==> config.mk <==
export PLATFORM = sky130hd
export DESIGN_NAME = ibex_icache_stub_responder_flat
export DESIGN_NICKNAME = d
export VERILOG_FILES = /design/src/rtl/ibex_icache_stub_pkg.sv /design/src/rtl/ibex_icache_stub_responder_if.sv /design/src/rtl/ibex_icache_stub_lfsr.sv /design/src/rtl/ibex_icache_stub_responder.sv /design/src/flat_wrapper.sv
export SDC_FILE = /design/constraint.sdc
export NUM_CORES = 1
export LEC_CHECK = 0
export CAP_MARGIN = 0
export CELL_PAD_IN_SITES_DETAIL_PLACEMENT = 2
export CELL_PAD_IN_SITES_GLOBAL_PLACEMENT = 2
export CORE_AREA = 10 10 179 181
export DETAILED_ROUTE_END_ITERATION = 7
export DIE_AREA = 0 0 189 191
export GPL_ROUTABILITY_DRIVEN = 0
export HOLD_SLACK_MARGIN = 0.15
export PLACE_DENSITY_LB_ADDON = 0.1
export SLEW_MARGIN = 20
export SYNTH_ARGS = -nofsm -noshare
export SYNTH_HDL_FRONTEND = slang
export SYNTH_SLANG_ARGS = --single-unit
==> constraint.sdc <==
create_clock -name clk -period 3 [get_ports clk]
set_clock_uncertainty 0.1 [all_clocks]
set_input_delay 0.3 -clock clk [delete_from_list [all_inputs] [get_ports clk]]
set_output_delay 0.3 -clock clk [all_outputs]
set_load 0.02 [all_outputs]
==> src/rtl/ibex_icache_stub_pkg.sv <==
// Shared types and constants for the cacheless icache stand-in.
package ibex_icache_stub_pkg;
    typedef enum logic [1:0] {SEL_NONE, SEL_SKID, SEL_JOIN, SEL_WORD} out_sel_e;

    localparam logic [1:0] COMPRESSED_MASK = 2'b11;
    // x^8 + x^6 + x^5 + x^4 + 1, Fibonacci form over bits 7,5,4,3
    localparam logic [7:0] LFSR_TAPS = 8'hB8;

    function automatic logic is_compressed(logic [15:0] half);
        return (half[1:0] & COMPRESSED_MASK) != COMPRESSED_MASK;
    endfunction
endpackage

==> src/rtl/ibex_icache_stub_responder_if.sv <==
// Instruction-bus handshake between the fetch stub (master) and memory (slave).
interface ibex_icache_stub_responder_if;
    logic        req;
    logic        gnt;
    logic [31:0] addr;
    logic        rvalid;
    logic [31:0] rdata;
    logic        err;

    modport master (output req, addr, input gnt, rvalid, rdata, err);
    modport slave  (input req, addr, output gnt, rvalid, rdata, err);
endinterface

==> src/rtl/ibex_icache_stub_lfsr.sv <==
// Free-running 8-bit stall LFSR; only instantiated with ICACHE_STUB_LFSR_STALL_EN.
module ibex_icache_stub_lfsr
    import ibex_icache_stub_pkg::*;
#(
    parameter logic [7:0] Seed = 8'hA5
) (
    input  logic       clk,
    input  logic       rst_n,
    output logic [7:0] lfsr_o
);
    always_ff @(posedge clk or negedge rst_n) begin
        if (!rst_n) lfsr_o <= Seed;
        else        lfsr_o <= {lfsr_o[6:0], ^(lfsr_o & LFSR_TAPS)};
    end
endmodule

==> src/rtl/ibex_icache_stub_responder.sv <==
// Cacheless icache stand-in: word fetches on the instr bus, 16-bit aligned instruction output.
// Optional random stalls on new instructions with ICACHE_STUB_LFSR_STALL_EN.
module ibex_icache_stub_responder
    import ibex_icache_stub_pkg::*;
#(
    parameter int unsigned BusWidth  = 32,
    parameter int unsigned InvCycles = 4,
    parameter logic [7:0]  LfsrSeed  = 8'hA5
) (
    input  logic        clk,
    input  logic        rst_n,
    input  logic        req_i,
    input  logic        branch_i,
    input  logic        branch_spec_i,
    input  logic [31:0] branch_addr_i,
    input  logic        ready_i,
    output logic        valid_o,
    output logic [31:0] rdata_o,
    output logic [31:0] addr_o,
    output logic        err_o,
    output logic        err_plus2_o,
    input  logic        enable_i,
    input  logic        invalidate_i,
    output logic        busy_o,
    ibex_icache_stub_responder_if.master instr
);
    localparam int InvW = $clog2(InvCycles + 1);

    logic                has_addr_q, has_addr_d;
    logic [31:1]         pc_q, pc_d;
    logic [31:2]         fetch_q, fetch_d, req_addr_q, req_addr_d;
    logic                outst_q, outst_d, discard_q, discard_d;
    logic                req_q, req_d, stale_q, stale_d;
    logic [BusWidth-1:0] word_q, word_d;
    logic                word_err_q, word_err_d, word_vld_q, word_vld_d;
    logic [15:0]         skid_q, skid_d;
    logic                skid_err_q, skid_err_d, skid_vld_q, skid_vld_d;
    logic [InvW-1:0]     inv_cnt;
    out_sel_e            sel;
    logic                split, cand, accept, comp_out, word_free, issue, gnt_fire;
    logic                unused_in;

    assign unused_in = ^{branch_spec_i, enable_i, branch_addr_i[0]};

    always_comb begin
        sel = SEL_NONE;
        if (skid_vld_q && (skid_err_q || is_compressed(skid_q))) sel = SEL_SKID;
        else if (skid_vld_q && word_vld_q)                      sel = SEL_JOIN;
        else if (!skid_vld_q && word_vld_q && !pc_q[1])         sel = SEL_WORD;
    end
    // Upper half of a fresh word when the PC points there: shift it into the skid first.
    assign split = !skid_vld_q && word_vld_q && pc_q[1];

    always_comb begin
        rdata_o     = word_q[31:0];
        err_o       = word_err_q;
        err_plus2_o = 1'b0;
        case (sel)
            SEL_SKID: begin
                rdata_o = {16'h0, skid_q};
                err_o   = skid_err_q;
            end
            SEL_JOIN: begin
                rdata_o     = {word_q[15:0], skid_q};
                err_o       = skid_err_q | word_err_q;
                err_plus2_o = word_err_q & ~skid_err_q;
            end
            default: ;
        endcase
    end
    assign addr_o   = {pc_q, 1'b0};
    assign cand     = has_addr_q && (sel != SEL_NONE);
    assign comp_out = is_compressed(rdata_o[15:0]);

`ifdef ICACHE_STUB_LFSR_STALL_EN
    logic [7:0] lfsr;
    logic       shown_q;
    logic       unused_lfsr;
    ibex_icache_stub_lfsr #(.Seed(LfsrSeed)) u_lfsr (.clk(clk), .rst_n(rst_n), .lfsr_o(lfsr));
    assign unused_lfsr = ^lfsr[7:1];
    // Once shown, an instruction stays up regardless of the LFSR.
    always_ff @(posedge clk or negedge rst_n) begin
        if (!rst_n) shown_q <= 1'b0;
        else        shown_q <= valid_o & ~ready_i & ~branch_i;
    end
    assign valid_o = cand & (shown_q | ~lfsr[0]);
`else
    logic [7:0] unused_seed;
    assign unused_seed = LfsrSeed;
    assign valid_o     = cand;
`endif

    assign accept    = valid_o & ready_i & ~branch_i;
    assign word_free = split | (accept & ((sel == SEL_JOIN) | (sel == SEL_WORD)));
    assign issue     = req_i & has_addr_q & ~outst_q & ~req_q & ~branch_i &
                       (~word_vld_q | word_free) & ~(accept & err_o);
    assign instr.req  = req_q | issue;
    assign instr.addr = req_q ? {req_addr_q, 2'b00} : {fetch_q, 2'b00};
    assign gnt_fire   = instr.req & instr.gnt;
    assign busy_o     = outst_q | (inv_cnt != '0);

    always_comb begin
        has_addr_d = has_addr_q;  pc_d       = pc_q;       fetch_d    = fetch_q;
        outst_d    = outst_q;     discard_d  = discard_q;  req_d      = req_q;
        req_addr_d = req_addr_q;  stale_d    = stale_q;    word_d     = word_q;
        word_err_d = word_err_q;  word_vld_d = word_vld_q; skid_d     = skid_q;
        skid_err_d = skid_err_q;  skid_vld_d = skid_vld_q;
        if (instr.rvalid) begin
            outst_d   = 1'b0;
            discard_d = 1'b0;
            if (!discard_q && !branch_i) begin
                word_d     = instr.rdata;
                word_err_d = instr.err;
                word_vld_d = 1'b1;
            end
        end
        if (issue && !instr.gnt) begin
            req_d      = 1'b1;
            req_addr_d = fetch_q;
        end
        // A request raised before a branch is stale: its data is dropped, fetch_q already retargeted.
        if (gnt_fire) begin
            outst_d   = 1'b1;
            req_d     = 1'b0;
            stale_d   = 1'b0;
            discard_d = stale_q | branch_i;
            if (!stale_q) fetch_d = fetch_q + 30'd1;
        end
        if (accept) begin
            case (sel)
                SEL_SKID: begin
                    skid_vld_d = 1'b0;
                    pc_d       = pc_q + (comp_out ? 31'd1 : 31'd2);
                end
                SEL_JOIN: begin
                    skid_d     = word_q[31:16];
                    skid_err_d = word_err_q;
                    word_vld_d = 1'b0;
                    pc_d       = pc_q + 31'd2;
                end
                SEL_WORD: begin
                    word_vld_d = 1'b0;
                    pc_d       = pc_q + (comp_out ? 31'd1 : 31'd2);
                    if (comp_out) begin
                        skid_d     = word_q[31:16];
                        skid_err_d = word_err_q;
                        skid_vld_d = 1'b1;
                    end
                end
                default: ;
            endcase
            if (err_o) has_addr_d = 1'b0;
        end
        if (split) begin
            skid_d     = word_q[31:16];
            skid_err_d = word_err_q;
            skid_vld_d = 1'b1;
            word_vld_d = 1'b0;
        end
        if (branch_i) begin
            pc_d       = branch_addr_i[31:1];
            fetch_d    = branch_addr_i[31:2];
            word_vld_d = 1'b0;
            skid_vld_d = 1'b0;
            has_addr_d = 1'b1;
            if (outst_q && !instr.rvalid) discard_d = 1'b1;
            if (req_q && !instr.gnt)      stale_d   = 1'b1;
        end
    end

    always_ff @(posedge clk or negedge rst_n) begin
        if (!rst_n) begin
            has_addr_q <= 1'b0;  pc_q       <= '0;    fetch_q    <= '0;
            outst_q    <= 1'b0;  discard_q  <= 1'b0;  req_q      <= 1'b0;
            req_addr_q <= '0;    stale_q    <= 1'b0;  word_q     <= '0;
            word_err_q <= 1'b0;  word_vld_q <= 1'b0;  skid_q     <= '0;
            skid_err_q <= 1'b0;  skid_vld_q <= 1'b0;  inv_cnt    <= '0;
        end else begin
            has_addr_q <= has_addr_d;  pc_q       <= pc_d;       fetch_q    <= fetch_d;
            outst_q    <= outst_d;     discard_q  <= discard_d;  req_q      <= req_d;
            req_addr_q <= req_addr_d;  stale_q    <= stale_d;    word_q     <= word_d;
            word_err_q <= word_err_d;  word_vld_q <= word_vld_d; skid_q     <= skid_d;
            skid_err_q <= skid_err_d;  skid_vld_q <= skid_vld_d;
            if (invalidate_i)        inv_cnt <= InvW'(InvCycles);
            else if (inv_cnt != '0)  inv_cnt <= inv_cnt - 1'b1;
        end
    end
endmodule

==> src/flat_wrapper.sv <==
// flat-port wrapper written by rule: the top's interface ports become plain ports
module ibex_icache_stub_responder_flat import ibex_icache_stub_pkg::*;
#(
    parameter int unsigned BusWidth  = 32,
    parameter int unsigned InvCycles = 4,
    parameter logic [7:0]  LfsrSeed  = 8'hA5
)
  (clk, rst_n, req_i, branch_i, branch_spec_i, branch_addr_i, ready_i, valid_o, rdata_o, addr_o, err_o, err_plus2_o, enable_i, invalidate_i, busy_o, instr_req, instr_addr, instr_gnt, instr_rvalid, instr_rdata, instr_err);
  ibex_icache_stub_responder_if instr_i ();
  input  logic clk;
  input  logic rst_n;
  input  logic req_i;
  input  logic branch_i;
  input  logic branch_spec_i;
  input  logic [31:0] branch_addr_i;
  input  logic ready_i;
  output logic valid_o;
  output logic [31:0] rdata_o;
  output logic [31:0] addr_o;
  output logic err_o;
  output logic err_plus2_o;
  input  logic enable_i;
  input  logic invalidate_i;
  output logic busy_o;
  output wire logic [$bits(instr_i.req)-1:0] instr_req;
  output wire logic [$bits(instr_i.addr)-1:0] instr_addr;
  input wire logic [$bits(instr_i.gnt)-1:0] instr_gnt;
  input wire logic [$bits(instr_i.rvalid)-1:0] instr_rvalid;
  input wire logic [$bits(instr_i.rdata)-1:0] instr_rdata;
  input wire logic [$bits(instr_i.err)-1:0] instr_err;
  assign instr_req = instr_i.req;
  assign instr_addr = instr_i.addr;
  assign instr_i.gnt = instr_gnt;
  assign instr_i.rvalid = instr_rvalid;
  assign instr_i.rdata = instr_rdata;
  assign instr_i.err = instr_err;
  ibex_icache_stub_responder #(.BusWidth(BusWidth), .InvCycles(InvCycles), .LfsrSeed(LfsrSeed)) u_core (.clk(clk), .rst_n(rst_n), .req_i(req_i), .branch_i(branch_i), .branch_spec_i(branch_spec_i), .branch_addr_i(branch_addr_i), .ready_i(ready_i), .valid_o(valid_o), .rdata_o(rdata_o), .addr_o(addr_o), .err_o(err_o), .err_plus2_o(err_plus2_o), .enable_i(enable_i), .invalidate_i(invalidate_i), .busy_o(busy_o), .instr(instr_i));
endmodule
==> results of run 1 <==
[worst paths after layout]
path | cells after the start | endpoint | slack, ns | start
setup / recovery | 5 | rdata_o[12] | 0.13 | u_core.skid_err_q$_DFFE_PN0P_
hold / removal | 2 | u_core.word_q[9]$_DFFE_PN0P_ | 0.30 | rst_n
setup reg to reg | 12 | u_core.pc_q[10]$_DFFE_PN0P_ | 0.20 | u_core.skid_err_q$_DFFE_PN0P_
hold reg to reg | 1 | u_core.inv_cnt[2]$_DFFE_PN0P_ | 0.39 | u_core.inv_cnt[2]$_DFFE_PN0P_
max in group asynchronous | 3 | u_core.skid_q[13]$_DFFE_PN0P_ | 1.73 | rst_n
min in group clk | 3 | u_core.fetch_q[2]$_DFFE_PN0P_ | 0.35 | branch_addr_i[2]
[stage by stage]
stage	hold slack [ns]	worst slack (ns)	cells	util, %
floorplan	-0.09559	0.1189	749	-
global route	0.3332	-0.01691	1324	38.78
CTS	0.3150	0.0004681	1323	38.52
finish	0.2952	0.1319	1324	38.78
detailed placement	0.2019	0.08948	1290	36.38
global placement	0.1917	0.1713	1290	36.38
[cells in the mapped netlist (all sizes together) (7+ instances only)]
library cell / number
a22o: 17
nor4: 18
mux2: 118
a21boi: 14
a21oi: 28
buf: 21
and3: 14
nand3: 18
clkbuf: 25
o31ai: 7
nand2b: 15
inv: 27
xnor2: 30
nor3: 22
and4: 9
nand4: 10
a31oi: 16
o21ai: 17
nand2: 43
o31a: 18
dfrtp: 151
nor2: 37
[cells by family (layout without fill, tap and decap cells)]
logic type,Yosys count,count (layout),share of synthesized area (%)
other cells,1,3,0.04631
xor+xnor,30,30,3.245
mux,124,125,17.82
buf+inv,73,263,3.940
simple gates,216,216,14.49
flops,151,151,46.66
compound gates,145,145,12.62
fa+ha+maj,7,7,1.174
[cell type report]
type,instances,area (µm²)
clock buffers,19,432.9
clock inverters,12,153.9
fillers,3034,17430
inverters,27,101.3
multi-input cells,526,4083
flip-flops and latches,151,3779
well taps,384,480.5
repair buffers,205,2011
[sequential cells by signal, indices dropped and copies added (netlist names), 3 cells and up]
name,flops
u_core.inv_cnt,3
u_core.fetch_q,30
u_core.pc_q,31
u_core.req_addr_q,30
u_core.word_q,32
u_core.skid_q,16
[power by group through the flow]
stage          combinational, W  clock (W)  sequential, W
6_report                0.00291    0.00223        0.00308
3_3_place_gp            0.00282          0        0.00304
4_1_cts                 0.00294    0.00229        0.00308
5_1_grt                 0.00315    0.00239        0.00318
2_1_floorplan           0.00169          0        0.00301
3_5_place_dp            0.00291          0        0.00311
[per-layer routing]
metal  part of all wire (%)  up-vias
li1                       -     3089
met1                     45     3472
met2                     49      150
met3                    4.6       23
met4                    1.4        0
met5                      0        -
[placed cells by master, fill, tap and decap left out, types with 21 or more instances in the layout]
cell,instances
nand2_1,41
a21oi_1,28
mux2_2,107
clkdlybuf4s50_1,166
buf_4,30
nor3_1,21
dfrtp_1,151
xnor2_1,30
inv_1,27
nor2_1,36
[worst max-delay path: cells and delay by family, from the launching register on]
family | cells | cell delay [ns]
buf+inv | 2 | 0.80
simple gates | 2 | 0.40
flops | 1 | 0.42
mux | 1 | 0.39
[repair_timing]
| item | in CTS | in global routing |
|---|---|---|
| hold buffers | 2 | 0 |
| cloned | 0 | 1 |
| buffers inserted | 0 | 0 |
| resized for setup | 1 | 13 |
| setup endpoints to repair | 16 | 40 |
| pin swaps | 0 | 0 |
| hold endpoints to repair | 51 | 0 |
==> run metrics, run 1 <==
Synth Flop Type dfrtp_1; via count between 6k and 7k; CTS tree built; crit path cell chain nand4bb_4 > nand2_2 > buf_8 > mux2_2 > clkdlybuf4s50_1; Sum Neg Setup Slack 0 ns; clock power share approximately 27%; PD cells between 700 and 800 mW/mm²; critical path arrival roughly 2.5 ns; Initial Util between 20% and 30%; largest net degree at the start of global routing 60; sequential-to-total area share from yosys stat 46.66%; layout cells sized above 1 22.34%; via/cell ratio slightly above 5; Die Wd approximately 190 µm; RSZ-0062 raised after global routing true; Power Internal roughly 0.0054 W; GRT Total Usage about 16%; status completed; fmax 348.7 MHz; GR Layer Usage met2 around 28%; Setup violations, final 0; worst-margin pin slew roughly 0.62 ns; Final Instance Area between 0.01 and 0.015 mm²; Comb power frac 35.5%; clk sinks around 150; crit end category primary output; fin crit period roughly 2.9 ns; GRT met1 Usage 20.47%; switch share around 34%; Clock H-tree levels 4; top cells by area, synth dfrtp_1 47%, mux2_2 15%, xnor2_1 3.2%, nand2_1 1.9%, o31a_1 1.9%; critical path's slowest cell clkdlybuf4s50_1; Post-DP HPWL between 20000 and 25000 µm; Yosys cell types a little over 60; Antenna diodes 0; DR iter-0 viols 280; critical path's largest stage delay about 0.55 ns; Net count, final around 1.0k; clk_lat worst skew approximately 0.44 ns; WS Path Type reg -> out; vias in the first global route 7693; CP Launch Type flop; synth-to-layout area growth 36.34%; critical path peak fanout 32; Max Transition Viols Final 0; worst vdd ir about 0.35 mV; row count 62; Post-Syn Area a little over 0.008 mm²; Avg Inst Size Synth approximately 11 µm²; die height between 150 and 200 µm; Core Box Area between 0.02 and 0.03 mm²; initial antenna violation count 0; Ports between 150 and 200; total power just over 0.008 W; Max transition margin about three fifths; Reg clk slew, reported paths 0.06 ns; Leakage approximately 4.4 nW; wire per inst ~23 µm; HP Class in -> async; DRC viols 0; TritonRoute pass-1 iters 4; top cell type's share of synthesized area between 40% and 50%; die area approximately 0.036 mm²; register share of total power roughly 38%; global routing's busiest layer met2; ys async rst share 100.0%; final hold vios 0; M3 GR Usage between 3 and 4%; DRT Wirelength ~30000 µm; period utilisation layout a little over nine tenths; ANT nets after route 0; yosys warns 0; input/output buffers between 150 and 200; Synth area leader dfrtp_1; P_sw roughly 0.0028 W; Post-DP Area 0.01036 mm²; clock root buffer clkbuf_16; post-synthesis instance total 747; GR Overflow Total 0; number of synthesized flops with an enable pin 0; Max Cap Viol 0; post-synthesis register bit count 151; CTS Buffer Depth 2; global-route wire length before repair approximately 46000 µm; Req. time, crit path approximately 2.6 ns; total CTS buffers 17
(Power assumes the default switching activity.)
==> run 2: changes to the inputs <==
- CORE_AREA: 10 10 179 181 -> 10 10 168 170
- DIE_AREA: 0 0 189 191 -> 0 0 178 180
- clock period: 3 -> 2.75 ns (I/O delays scaled with it)
==> run 2 against run 1 <==
  * Utilization increased by 6.4 points
  * First-iteration DRC count increased by 36%
  * Via count increased by 0.59%
  * Critical path depth increased by 2
  * Highest routed layer unchanged
  * Sequential power increased by 9.1%
  * Die area decreased by 11%
  * Cell count decreased by 3.4%
  * Critical path type unchanged
  * Worst hold slack got worse by 0.0013 ns
  * Worst setup slack got worse by 0.054 ns
  * Non-clock buffer count increased by 10
  * Design area increased by 1.8%
==> run metrics, run 2 (same netlist as run 1, synthesis figures left out) <==
critical path's slowest cell dfrtp_1; Initial Util 32.53% (+4.1 points); Max Transition Viols Final 0 (unchanged); crit end category primary output; die height 180 µm (-5.8%); # fillers 2522 (-17%); critical path arrival 2.30 ns (-0.17 ns); post-placement setup slack 0.05725 ns (-0.03223 ns); largest net degree at the start of global routing 60 (unchanged); input/output buffers 169 (unchanged); Placed Instances 1238 (-4.0%); Clock H-tree levels 4 (unchanged); cell mode on critical path buf_4; Sum Neg Setup Slack 0 ns (unchanged); worst-margin pin slew 0.6048 ns (-0.01279 ns); max reg flops 32 (unchanged); fmax between 300 and 400 MHz; Antenna diodes 0 (unchanged); Ports 176 (unchanged); PD cells 822.0 mW/mm² (+10%); critical path's largest stage delay 0.39 ns (-0.16 ns); fin crit period around 2.7 ns; clk_lat worst skew 0.43 ns (about the same); DRT Wirelength 29320 µm (-2.4%); wire per inst 22.93 µm (+1.1%); row count 58 (-6.5%); Setup violations, final 0 (unchanged); initial antenna violation count 0 (unchanged); RSZ-0062 raised after global routing true; via/cell ratio 5.296 (+4.1%); Core Box Area 0.02489 mm² (-13%); status completed; via count 6774 (+0.59%); Die Wd 178 µm (-5.8%); worst vdd ir 0.3642 mV (+3.6%); CTS tree built; WS Path Type reg -> out; TritonRoute pass-1 iters 4 (unchanged); CP Launch Type flop; GRT Total Usage 18.33% (+2.0 points); Most flops, register u_core.word_q; ANT nets after route 0 (unchanged); Worst Setup Slack, final 0.07749 ns (-0.05437 ns); final hold vios 0 (unchanged); Leakage 4.536 nW (+4.1%); HP Class in -> async; Req. time, crit path 2.38 ns (-0.22 ns); global-route wire length before repair 46220 µm (-0.19%); critical path peak fanout 32 (unchanged); total CTS buffers 17 (unchanged); Net count, final 1019 (+0.89%); synth-to-layout area growth 38.81%; CTS Buffer Depth 2 (unchanged); vias in the first global route 7653 (-0.52%); largest registers u_core.word_q (32), u_core.pc_q (31); Max Cap Viol 0 (unchanged); die area 0.03204 mm² (-11%); period utilisation layout slightly below 100%; Layout Cells excl Fill 1279 (-3.4%); Max transition margin 59.56% (+0.73 points); DR iter-0 viols 382 (+36%); most frequent cells in the layout 151 x dfrtp_1, 133 x clkdlybuf4s50_1, 108 x mux2_2; DRC viols 0 (unchanged); layout cells sized above 1 24.24% (+1.9 points); GR Overflow Total 0 (unchanged); Post-DP HPWL 21070 µm (-2.4%); clock root buffer clkbuf_16; crit path cell chain nand4bb_4 > nand2_4 > buf_4 > buf_4 > buf_12 > mux2_2 > dlygate4sd2_1; Reg clk slew, reported paths 0.07 ns (about the same); clk sinks 151 (unchanged); most common cell after layout, fill and taps aside dfrtp_1
run 2: changes by cell type in the layout (fill, tap and decap cells not counted), sizes merged, moves of 2 or more:
cell / change
buf: +9
bufinv: +2
clkbuf: +2
clkdlybuf4s15: +5
clkdlybuf4s50: -33
clkinvlp: -2
dlygate4sd2: +26
inv: +2
run 2: critical path, delay by kind of cell (launching register included):
kind / cells / cell delay (ns)
muxes: 1 / 0.36
buffers and inverters: 4 / 0.74
DFF: 1 / 0.39
and+or+nand+nor: 2 / 0.37
run 2: layer usage:
| metal | up-vias | track usage [%] | part of all wire, % |
|---|---|---|---|
| met2 | 150 | 31.65 | 51 |
| met3 | 19 | 3.667 | 4.9 |
| met5 | - | 0 | 0 |
| met1 | 3500 | 22.78 | 43 |
| met4 | 0 | 4.370 | 1.1 |
| li1 | 3105 | - | - |
run 2: final timing paths:
| path | startpoint | endpoint | slack, ns | cells after the start |
|---|---|---|---|---|
| setup / recovery | u_core.skid_err_q$_DFFE_PN0P_ | rdata_o[10] | 0.08 | 7 |
| hold / removal | rst_n | u_core.word_q[2]$_DFFE_PN0P_ | 0.29 | 2 |
| setup reg to reg | u_core.skid_err_q$_DFFE_PN0P_ | u_core.pc_q[31]$_DFFE_PN0P_ | 0.09 | 11 |
| hold reg to reg | u_core.inv_cnt[2]$_DFFE_PN0P_ | u_core.inv_cnt[2]$_DFFE_PN0P_ | 0.39 | 1 |
| max in group asynchronous | rst_n | u_core.fetch_q[14]$_DFFE_PN0P_ | 1.51 | 3 |
| min in group clk | invalidate_i | u_core.inv_cnt[1]$_DFFE_PN0P_ | 0.36 | 2 |
run 2: layout make-up:
cell class	instances	area, µm²	share of cell area, %
Inverter	27	101.3	0.9016
Timing Repair Buffer	215	2108	18.76
Multi-Input combinational cell	525	4182	37.20
Tap cell	330	412.9	3.673
Sequential cell	151	3779	33.62
Clock inverter	13	219.0	1.948
Clock buffer	18	439.2	3.907
run 2: timing repair:
action / 4_1_cts / 5_1_grt
hold buffers: 3 / 0
cloned: 1 / 0
setup buffers: 4 / 2
pin swaps: 2 / 10
hold endpoints to repair: 60 / 0
setup endpoints to repair: 36 / 33
resized for setup: 49 / 38
run 2: where the power goes:
part           switching (W)  total (W)  internal (W)
clock network        0.00103    0.00267       0.00165
registers           0.000499    0.00336       0.00286
logic                0.00158    0.00321       0.00163
run 2: stage by stage:
stage / total power [W] / cell area [µm²] / utilization [%] / hold WS [ns]
6_report: 0.009240 / 11240 / 45.16 / 0.2940
5_1_grt: 0.009774 / 11240 / 45.16 / 0.3545
4_1_cts: 0.009266 / 11100 / 44.60 / 0.3067
3_5_place_dp: 0.006612 / 10340 / 41.53 / 0.2057
3_3_place_gp: 0.006423 / 10340 / 41.53 / 0.1942
2_1_floorplan: 0.005138 / 8115 / - / -0.1206
